$ cat src/rtl/vslc_servo_pkg.sv
// Shared definitions for the vslc servo controller.
//   - config register addresses and ctrl register bit positions
//   - timing_t: one complete timing set, used for both the shadow copy
//     (written by the bus) and the active copy (seen by the channel)
//   - commit FSM state encoding
//   - apply_write(): byte-lane write of one register into a timing set
package vslc_servo_pkg;

  localparam logic [2:0] ADDR_SET     = 3'd0;
  localparam logic [2:0] ADDR_RESET   = 3'd1;
  localparam logic [2:0] ADDR_FREQ_LO = 3'd2;
  localparam logic [2:0] ADDR_FREQ_HI = 3'd3;
  localparam logic [2:0] ADDR_PRE_LO  = 3'd4;
  localparam logic [2:0] ADDR_PRE_HI  = 3'd5;
  localparam logic [2:0] ADDR_CTRL    = 3'd6;
  localparam logic [2:0] ADDR_RSVD    = 3'd7;

  localparam int CTRL_ENABLE = 0;
  localparam int CTRL_COMMIT = 1;

  typedef struct packed {
    logic [7:0]  set_val;
    logic [7:0]  reset_val;
    logic [15:0] freq;
    logic [15:0] prescale;
  } timing_t;

  typedef enum logic {
    COMMIT_IDLE    = 1'b0,
    COMMIT_PENDING = 1'b1
  } commit_state_e;

  // Returns cur with the register at addr replaced by data. Ctrl and
  // reserved addresses leave the timing set untouched.
  function automatic timing_t apply_write(input timing_t    cur,
                                          input logic [2:0] addr,
                                          input logic [7:0] data);
    timing_t nxt;
    nxt = cur;
    case (addr)
      ADDR_SET:     nxt.set_val        = data;
      ADDR_RESET:   nxt.reset_val      = data;
      ADDR_FREQ_LO: nxt.freq[7:0]      = data;
      ADDR_FREQ_HI: nxt.freq[15:8]     = data;
      ADDR_PRE_LO:  nxt.prescale[7:0]  = data;
      ADDR_PRE_HI:  nxt.prescale[15:8] = data;
      default:      nxt                = cur;
    endcase
    return nxt;
  endfunction

endpackage

$ cat src/rtl/vslc_servo_prescaler.sv
// Servo tick prescaler.
// Counts 0..P with P = max(prescale, 1) while run is high. On the clock
// edge where the count reaches P the count returns to 0 and tick goes high
// for exactly the following cycle. The clamp to 1 guarantees tick is never
// high on two consecutive cycles.
// Ports:
//   clk, rst_n  clock, asynchronous active-low reset
//   run         count while high; held cleared while low
//   clear       synchronous clear of count and tick
//   prescale    terminal count (0 treated as 1)
//   tick        registered one-cycle tick
module vslc_servo_prescaler (
  input  logic        clk,
  input  logic        rst_n,
  input  logic        run,
  input  logic        clear,
  input  logic [15:0] prescale,
  output logic        tick
);

  logic [15:0] count;
  logic [15:0] limit;

  assign limit = (prescale == 16'd0) ? 16'd1 : prescale;

  always_ff @(posedge clk or negedge rst_n) begin
    if (!rst_n) begin
      count <= 16'd0;
      tick  <= 1'b0;
    end else if (clear || !run) begin
      count <= 16'd0;
      tick  <= 1'b0;
    end else if (count >= limit) begin
      // Active prescale only changes when count is 0, so >= is purely
      // defensive against a terminal count lowered below the count.
      count <= 16'd0;
      tick  <= 1'b1;
    end else begin
      count <= count + 16'd1;
      tick  <= 1'b0;
    end
  end

endmodule

$ cat src/rtl/tt_um_jimktrains_vslc_servo_ctrl.sv
// Configuration and timing controller for one vslc servo PWM channel.
// Holds shadow and active timing sets, the servo tick prescaler, a mirror of
// the channel's period counter and a commit FSM that swaps shadow into
// active atomically on a period wrap, so the channel never sees a partly
// updated timing set.
// Ports:
//   clk, rst_n        clock, asynchronous active-low reset
//   cfg_valid/ready   write handshake
//   cfg_addr/data     register address and write data
//   servo_clk         one-cycle tick to the channel
//   servo_set_val     active set compare
//   servo_reset_val   active reset compare
//   servo_freq_val    active period terminal count
//   servo_enabled     channel enable
//   commit_pending    commit FSM state (high = waiting for period wrap)
//   period_start      one-cycle pulse at the start of each period
//
// Handshake: a write transfers on a clock edge where cfg_valid && cfg_ready.
// cfg_ready is low exactly while a commit is pending; the master must hold
// its write until it is accepted, nothing is ever dropped or queued.
module tt_um_jimktrains_vslc_servo_ctrl
  import vslc_servo_pkg::*;
#(
  parameter logic [7:0]  DEF_SET      = 8'd100,
  parameter logic [7:0]  DEF_RESET    = 8'd200,
  parameter logic [15:0] DEF_FREQ     = 16'd1999,
  parameter logic [15:0] DEF_PRESCALE = 16'd99
) (
  input  logic        clk,
  input  logic        rst_n,
  input  logic        cfg_valid,
  output logic        cfg_ready,
  input  logic [2:0]  cfg_addr,
  input  logic [7:0]  cfg_data,
  output logic        servo_clk,
  output logic [7:0]  servo_set_val,
  output logic [7:0]  servo_reset_val,
  output logic [15:0] servo_freq_val,
  output logic        servo_enabled,
  output logic        commit_pending,
  output logic        period_start
);

  localparam timing_t DEF_TIMING = '{
    set_val:   DEF_SET,
    reset_val: DEF_RESET,
    freq:      DEF_FREQ,
    prescale:  DEF_PRESCALE
  };

  timing_t       active_q;
  timing_t       shadow_q;
  logic          enabled_q;
  commit_state_e state_q;
  commit_state_e state_d;
  logic [15:0]   mirror_q;
  logic          period_start_q;
  logic          tick;

  logic accept;
  logic ctrl_wr;
  logic disable_wr;
  logic enable_wr;
  logic commit_req;
  logic wrap;
  logic commit_now;

  assign cfg_ready  = (state_q == COMMIT_IDLE);
  assign accept     = cfg_valid && cfg_ready;
  assign ctrl_wr    = accept && (cfg_addr == ADDR_CTRL);
  assign disable_wr = ctrl_wr && !cfg_data[CTRL_ENABLE];
  assign enable_wr  = ctrl_wr && cfg_data[CTRL_ENABLE] && !enabled_q;
  assign commit_req = ctrl_wr && cfg_data[CTRL_ENABLE] && cfg_data[CTRL_COMMIT]
                      && enabled_q;
  // Wrap tick: the channel sees its last tick of the period with the
  // current (old) timing set; anything committed here applies from the
  // next tick on.
  assign wrap       = enabled_q && tick && (mirror_q == active_q.freq);

  vslc_servo_prescaler u_prescaler (
    .clk      (clk),
    .rst_n    (rst_n),
    .run      (enabled_q),
    .clear    (disable_wr),
    .prescale (active_q.prescale),
    .tick     (tick)
  );

  // Commit FSM
  always_ff @(posedge clk or negedge rst_n) begin
    if (!rst_n) begin
      state_q <= COMMIT_IDLE;
    end else begin
      state_q <= state_d;
    end
  end

  always_comb begin
    state_d    = state_q;
    commit_now = 1'b0;
    case (state_q)
      COMMIT_IDLE: begin
        if (commit_req) begin
          state_d = COMMIT_PENDING;
        end
      end
      COMMIT_PENDING: begin
        if (wrap) begin
          state_d    = COMMIT_IDLE;
          commit_now = 1'b1;
        end
      end
      default: state_d = COMMIT_IDLE;
    endcase
    // Disabling always commits immediately and abandons any pending swap.
    if (disable_wr) begin
      state_d    = COMMIT_IDLE;
      commit_now = 1'b0;
    end
  end

  // Shadow, active and enable registers
  always_ff @(posedge clk or negedge rst_n) begin
    if (!rst_n) begin
      shadow_q  <= DEF_TIMING;
      active_q  <= DEF_TIMING;
      enabled_q <= 1'b0;
    end else begin
      if (accept) begin
        shadow_q <= apply_write(shadow_q, cfg_addr, cfg_data);
      end
      if (disable_wr || enable_wr || commit_now) begin
        active_q <= shadow_q;
      end
      if (disable_wr) begin
        enabled_q <= 1'b0;
      end else if (enable_wr) begin
        enabled_q <= 1'b1;
      end
    end
  end

  // Mirror of the channel's period counter and period_start pulse
  always_ff @(posedge clk or negedge rst_n) begin
    if (!rst_n) begin
      mirror_q       <= 16'd0;
      period_start_q <= 1'b0;
    end else if (disable_wr || !enabled_q) begin
      mirror_q       <= 16'd0;
      // Enabling starts a fresh period right away.
      period_start_q <= enable_wr;
    end else if (tick) begin
      if (mirror_q == active_q.freq) begin
        mirror_q       <= 16'd0;
        period_start_q <= 1'b1;
      end else begin
        mirror_q       <= mirror_q + 16'd1;
        period_start_q <= 1'b0;
      end
    end else begin
      period_start_q <= 1'b0;
    end
  end

  assign servo_clk       = tick;
  assign servo_set_val   = active_q.set_val;
  assign servo_reset_val = active_q.reset_val;
  assign servo_freq_val  = active_q.freq;
  assign servo_enabled   = enabled_q;
  assign commit_pending  = (state_q == COMMIT_PENDING);
  assign period_start    = period_start_q;

endmodule

$ cat config.mk
export PLATFORM = sky130hd
export DESIGN_NAME = tt_um_jimktrains_vslc_servo_ctrl
export DESIGN_NICKNAME = d
export VERILOG_FILES = /design/src/rtl/vslc_servo_pkg.sv /design/src/rtl/vslc_servo_prescaler.sv /design/src/rtl/tt_um_jimktrains_vslc_servo_ctrl.sv
export SDC_FILE = /design/constraint.sdc
export NUM_CORES = 1
export LEC_CHECK = 0
export ABC_CLOCK_PERIOD_IN_PS = 2700
export BUFFER_PORTS_ARGS = -buffer_cell sky130_fd_sc_hd__buf_2
export CORE_ASPECT_RATIO = 0.8
export CORE_MARGIN = 2
export CORE_UTILIZATION = 51
export CTS_CLUSTER_DIAMETER = 100
export DETAILED_ROUTE_END_ITERATION = 6
export GPL_TIMING_DRIVEN = 0
export PLACE_DENSITY = 0.78
export SLEW_MARGIN = 0
export SYNTH_ARGS = -nofsm -noshare
export SYNTH_HDL_FRONTEND = slang
export SYNTH_SLANG_ARGS = --single-unit
$ cat constraint.sdc
create_clock -name clk -period 2.7 [get_ports clk]
set_input_delay 0.135 -clock clk [delete_from_list [all_inputs] [get_ports clk]]
set_output_delay 0.135 -clock clk [all_outputs]
set_load 0.02 [all_outputs]
==> flow_summary.ini <==
[run_status]
status = completed

[yosys]
syn_nets = 542
synth-seq-cells = 132
async_reset_ff_frac = 1.000
synth_fa_ha_area_frac = 0.03585
synth_xor_area_frac = 0.05716
yosys.cell_types.count = 45
synth_area_mm2 = 0.006282
yosysWarnings = 0
avgSynthCellArea_um2 = 12.32
synth_compound_area_frac = 0.03306
synth_simple_gate_area_frac = 0.1085
ys.flop_type = dfrtp_1
syn_inst = 510
synth-edff-count = 0
synth_top_family_by_area = multiplexers
muxShareOfSynthArea = 0.1667
yosysSeqAreaShare = 0.5334

[grt]
grt_pass1_wl_mm = 22.00
grt_pass1_vias = 4268
grt_max_degree = 102
grt-ovfl-total = 0
antenna_found_initial = 0
grt_usage = 0.2190

[sta]
period_share = 0.9310
clock.fmax_mhz = 397.8
hold_viol = 0
setup_tns_ps = 0
fin_skew_ps = 12.76
tightest_slew_ps = 639.8
period_minus_slack_ps = 2514
slew-limit-headroom = 0.5716
worst_slack_ps = 186.4
drv_slew = 0
grt_setup_unrepaired = no
setup_viol = 0

[clock_tree]
cts_buffers = 17
worstSkewPairLatency_ps = 410
cts_setup_buffers = 0
cts_tree = done
htreeDepth = 4
cts.path.max_buffers = 2
cts_root_buffer = clkbuf_16
path_clk_slew_ps = 60
numClockSinks = 132

[critical_path]
arrival_ps = 2770
critPathMaxStageDelay_ps = 590
worst-setup-path-type = reg2reg
startpoint_type = flop
endpoint_kind = flop
cp_slowest_cell = or4_1
path_delay_family = simple AND/OR/NAND/NOR gates
path_buf_inv = 1
cp_max_fo = 10
path_cells = ha_1 -> nand4_1 -> or4_1 -> o211ai_2 -> buf_2 -> nor3_1
worst_ep_required_time_ps = 2960

[route]
drt-pass1-iter-count = 4
via_per_inst = 5.526
drtAntennaViolNets = 0
avgRoutedWirePerCell_um = 17.68
route.detailed.drc = 0
drt-total-wl_mm = 13.16
drt_iter0_markers = 329
vias = 4111

[power_and_ir_drop]
p_total_uw = 7741
vdd_drop_max_mv = 0.6807
powerDensity_mw_per_mm2 = 1055
power_leakage_uw = 0.003390

[place]
place_ws_ps = 237.5
place_hpwl_mm = 9.220
io_buffers = 48
routabilityCongestion = 0.8477

[finish]
antenna_cells = 0
nets = 611
finish.utilization = 0.6053
drive_above_1_share = 0.4003
area_delta_synth_final_pct = 16.75

[min_path]
hp-class = in2reg

[floorplan]
rows = 36
dieArea_mm2 = 0.01323
start_util = 0.5185
die_x_um = 128.1
ios = 51
die_y_um = 103.3
core_area_mm2 = 0.01212

[run]
drv_cap = 0
==> metal layers <==
metal | GRT usage | share of wire | up-vias
met5 | 0 | 0 | -
met4 | 0.08876 | 0.023 | 0
met3 | 0.04681 | 0.044 | 24
met2 | 0.3628 | 0.48 | 129
met1 | 0.2862 | 0.45 | 2064
li1 | - | - | 1894
==> cell families (layout without fill, tap and decap cells) <==
logic type / after synthesis / in the layout
multiplexers: 93 / 93
AO/OA/AOI/OAI: 33 / 33
AND/OR/NAND/NOR: 125 / 125
flip-flops: 132 / 132
buffers and inverters: 68 / 150
XOR/XNOR: 41 / 41
adder cells (fa/ha/maj): 18 / 18
==> cell type report <==
| cell class | instances | area, um2 |
|---|---|---|
| Timing Repair Buffer | 50 | 284.0 |
| Inverter | 21 | 78.83 |
| Clock inverter | 12 | 131.4 |
| Sequential cell | 132 | 3351 |
| Buffer | 47 | 331.6 |
| Fill cell | 967 | 4782 |
| Multi-Input combinational cell | 310 | 2521 |
| Clock buffer | 20 | 446.7 |
| Tap cell | 152 | 190.2 |
==> repair_timing <==
action	in CTS	in global routing
hold buffers	1	0
resized for setup	0	0
endpoints found under the hold margin	31	0
==> where the power goes <==
part	internal (uW)	switching, uW
Sequential	2810	504
Clock	1380	850
Combinational	1120	1070
==> cells in the mapped netlist, drive strengths merged, types with 2 or more instances <==
library cell / number / area [um2]
nor3b: 4 / 35.03
nand2: 24 / 90.09
clkbuf: 7 / 27.52
and4: 5 / 43.79
ha: 18 / 225.2
xnor2: 7 / 61.31
nand4: 11 / 68.82
buf: 40 / 304.0
a31oi: 4 / 25.02
a21oi: 11 / 55.05
nand3: 14 / 70.07
nand3b: 4 / 42.54
o21a: 2 / 15.01
dfstp: 38 / 998.5
dfrtp: 94 / 2352
nor4: 7 / 43.79
nor3: 19 / 95.09
nand2b: 2 / 12.51
xor2: 34 / 297.8
mux2: 93 / 1047
nor2: 19 / 73.82
and2: 4 / 25.02
a21o: 2 / 15.01
o21ai: 8 / 43.79
inv: 21 / 78.83
nor2b: 3 / 18.77
o211ai: 2 / 20.02
and3: 6 / 37.54
==> registers in the layout, summed over array words and instances, names as in the netlist <==
signal	count
mirror_q	16
u_prescaler.tick	1
servo_set_val	8
servo_freq_val	16
u_prescaler.count	16
servo_reset_val	8
period_start	1
active_q	16
commit_pending	1
servo_enabled	1
shadow_q	48
==> final timing paths <==
path / slack (ps) / cells past startpoint / endpoint / startpoint
max: 190 / 6 / u_prescaler.count[12]$_DFF_PN0_ / u_prescaler.count[13]$_DFF_PN0_
min: 60 / 2 / shadow_q[23]$_DFFE_PN1P_ / cfg_data[7]
max reg2reg: 190 / 6 / u_prescaler.count[12]$_DFF_PN0_ / u_prescaler.count[13]$_DFF_PN0_
min reg2reg: 480 / 2 / shadow_q[24]$_DFFE_PN1P_ / shadow_q[24]$_DFFE_PN1P_
max in group asynchronous: 1730 / 3 / shadow_q[46]$_DFFE_PN1P_ / rst_n
min in group asynchronous: 180 / 2 / mirror_q[6]$_DFFE_PN0P_ / rst_n
==> cell usage in the layout (no fill, tap or decap), types with 7 or more instances in the layout <==
cell,n
dfrtp_1,94
mux2_2,73
buf_2,50
dfstp_2,38
xor2_1,34
buf_4,34
nand2_1,24
inv_1,21
mux2_1,20
nor3_1,19
nor2_1,18
ha_1,18
clkbuf_16,17
nand3_1,14
nand4_1,11
a21oi_1,11
clkbuf_1,8
nor4_1,7
xnor2_1,7
==> through the flow <==
step	cells	hold slack, ps	area [um2]
after detailed placement	711	36.19	6746
after global placement	710	461.6	6713
after global routing	744	60.66	7335
final	744	58.12	7335
after floorplan	510	-160.6	6282
after CTS	744	52.93	7335
(Power assumes the default switching activity.)
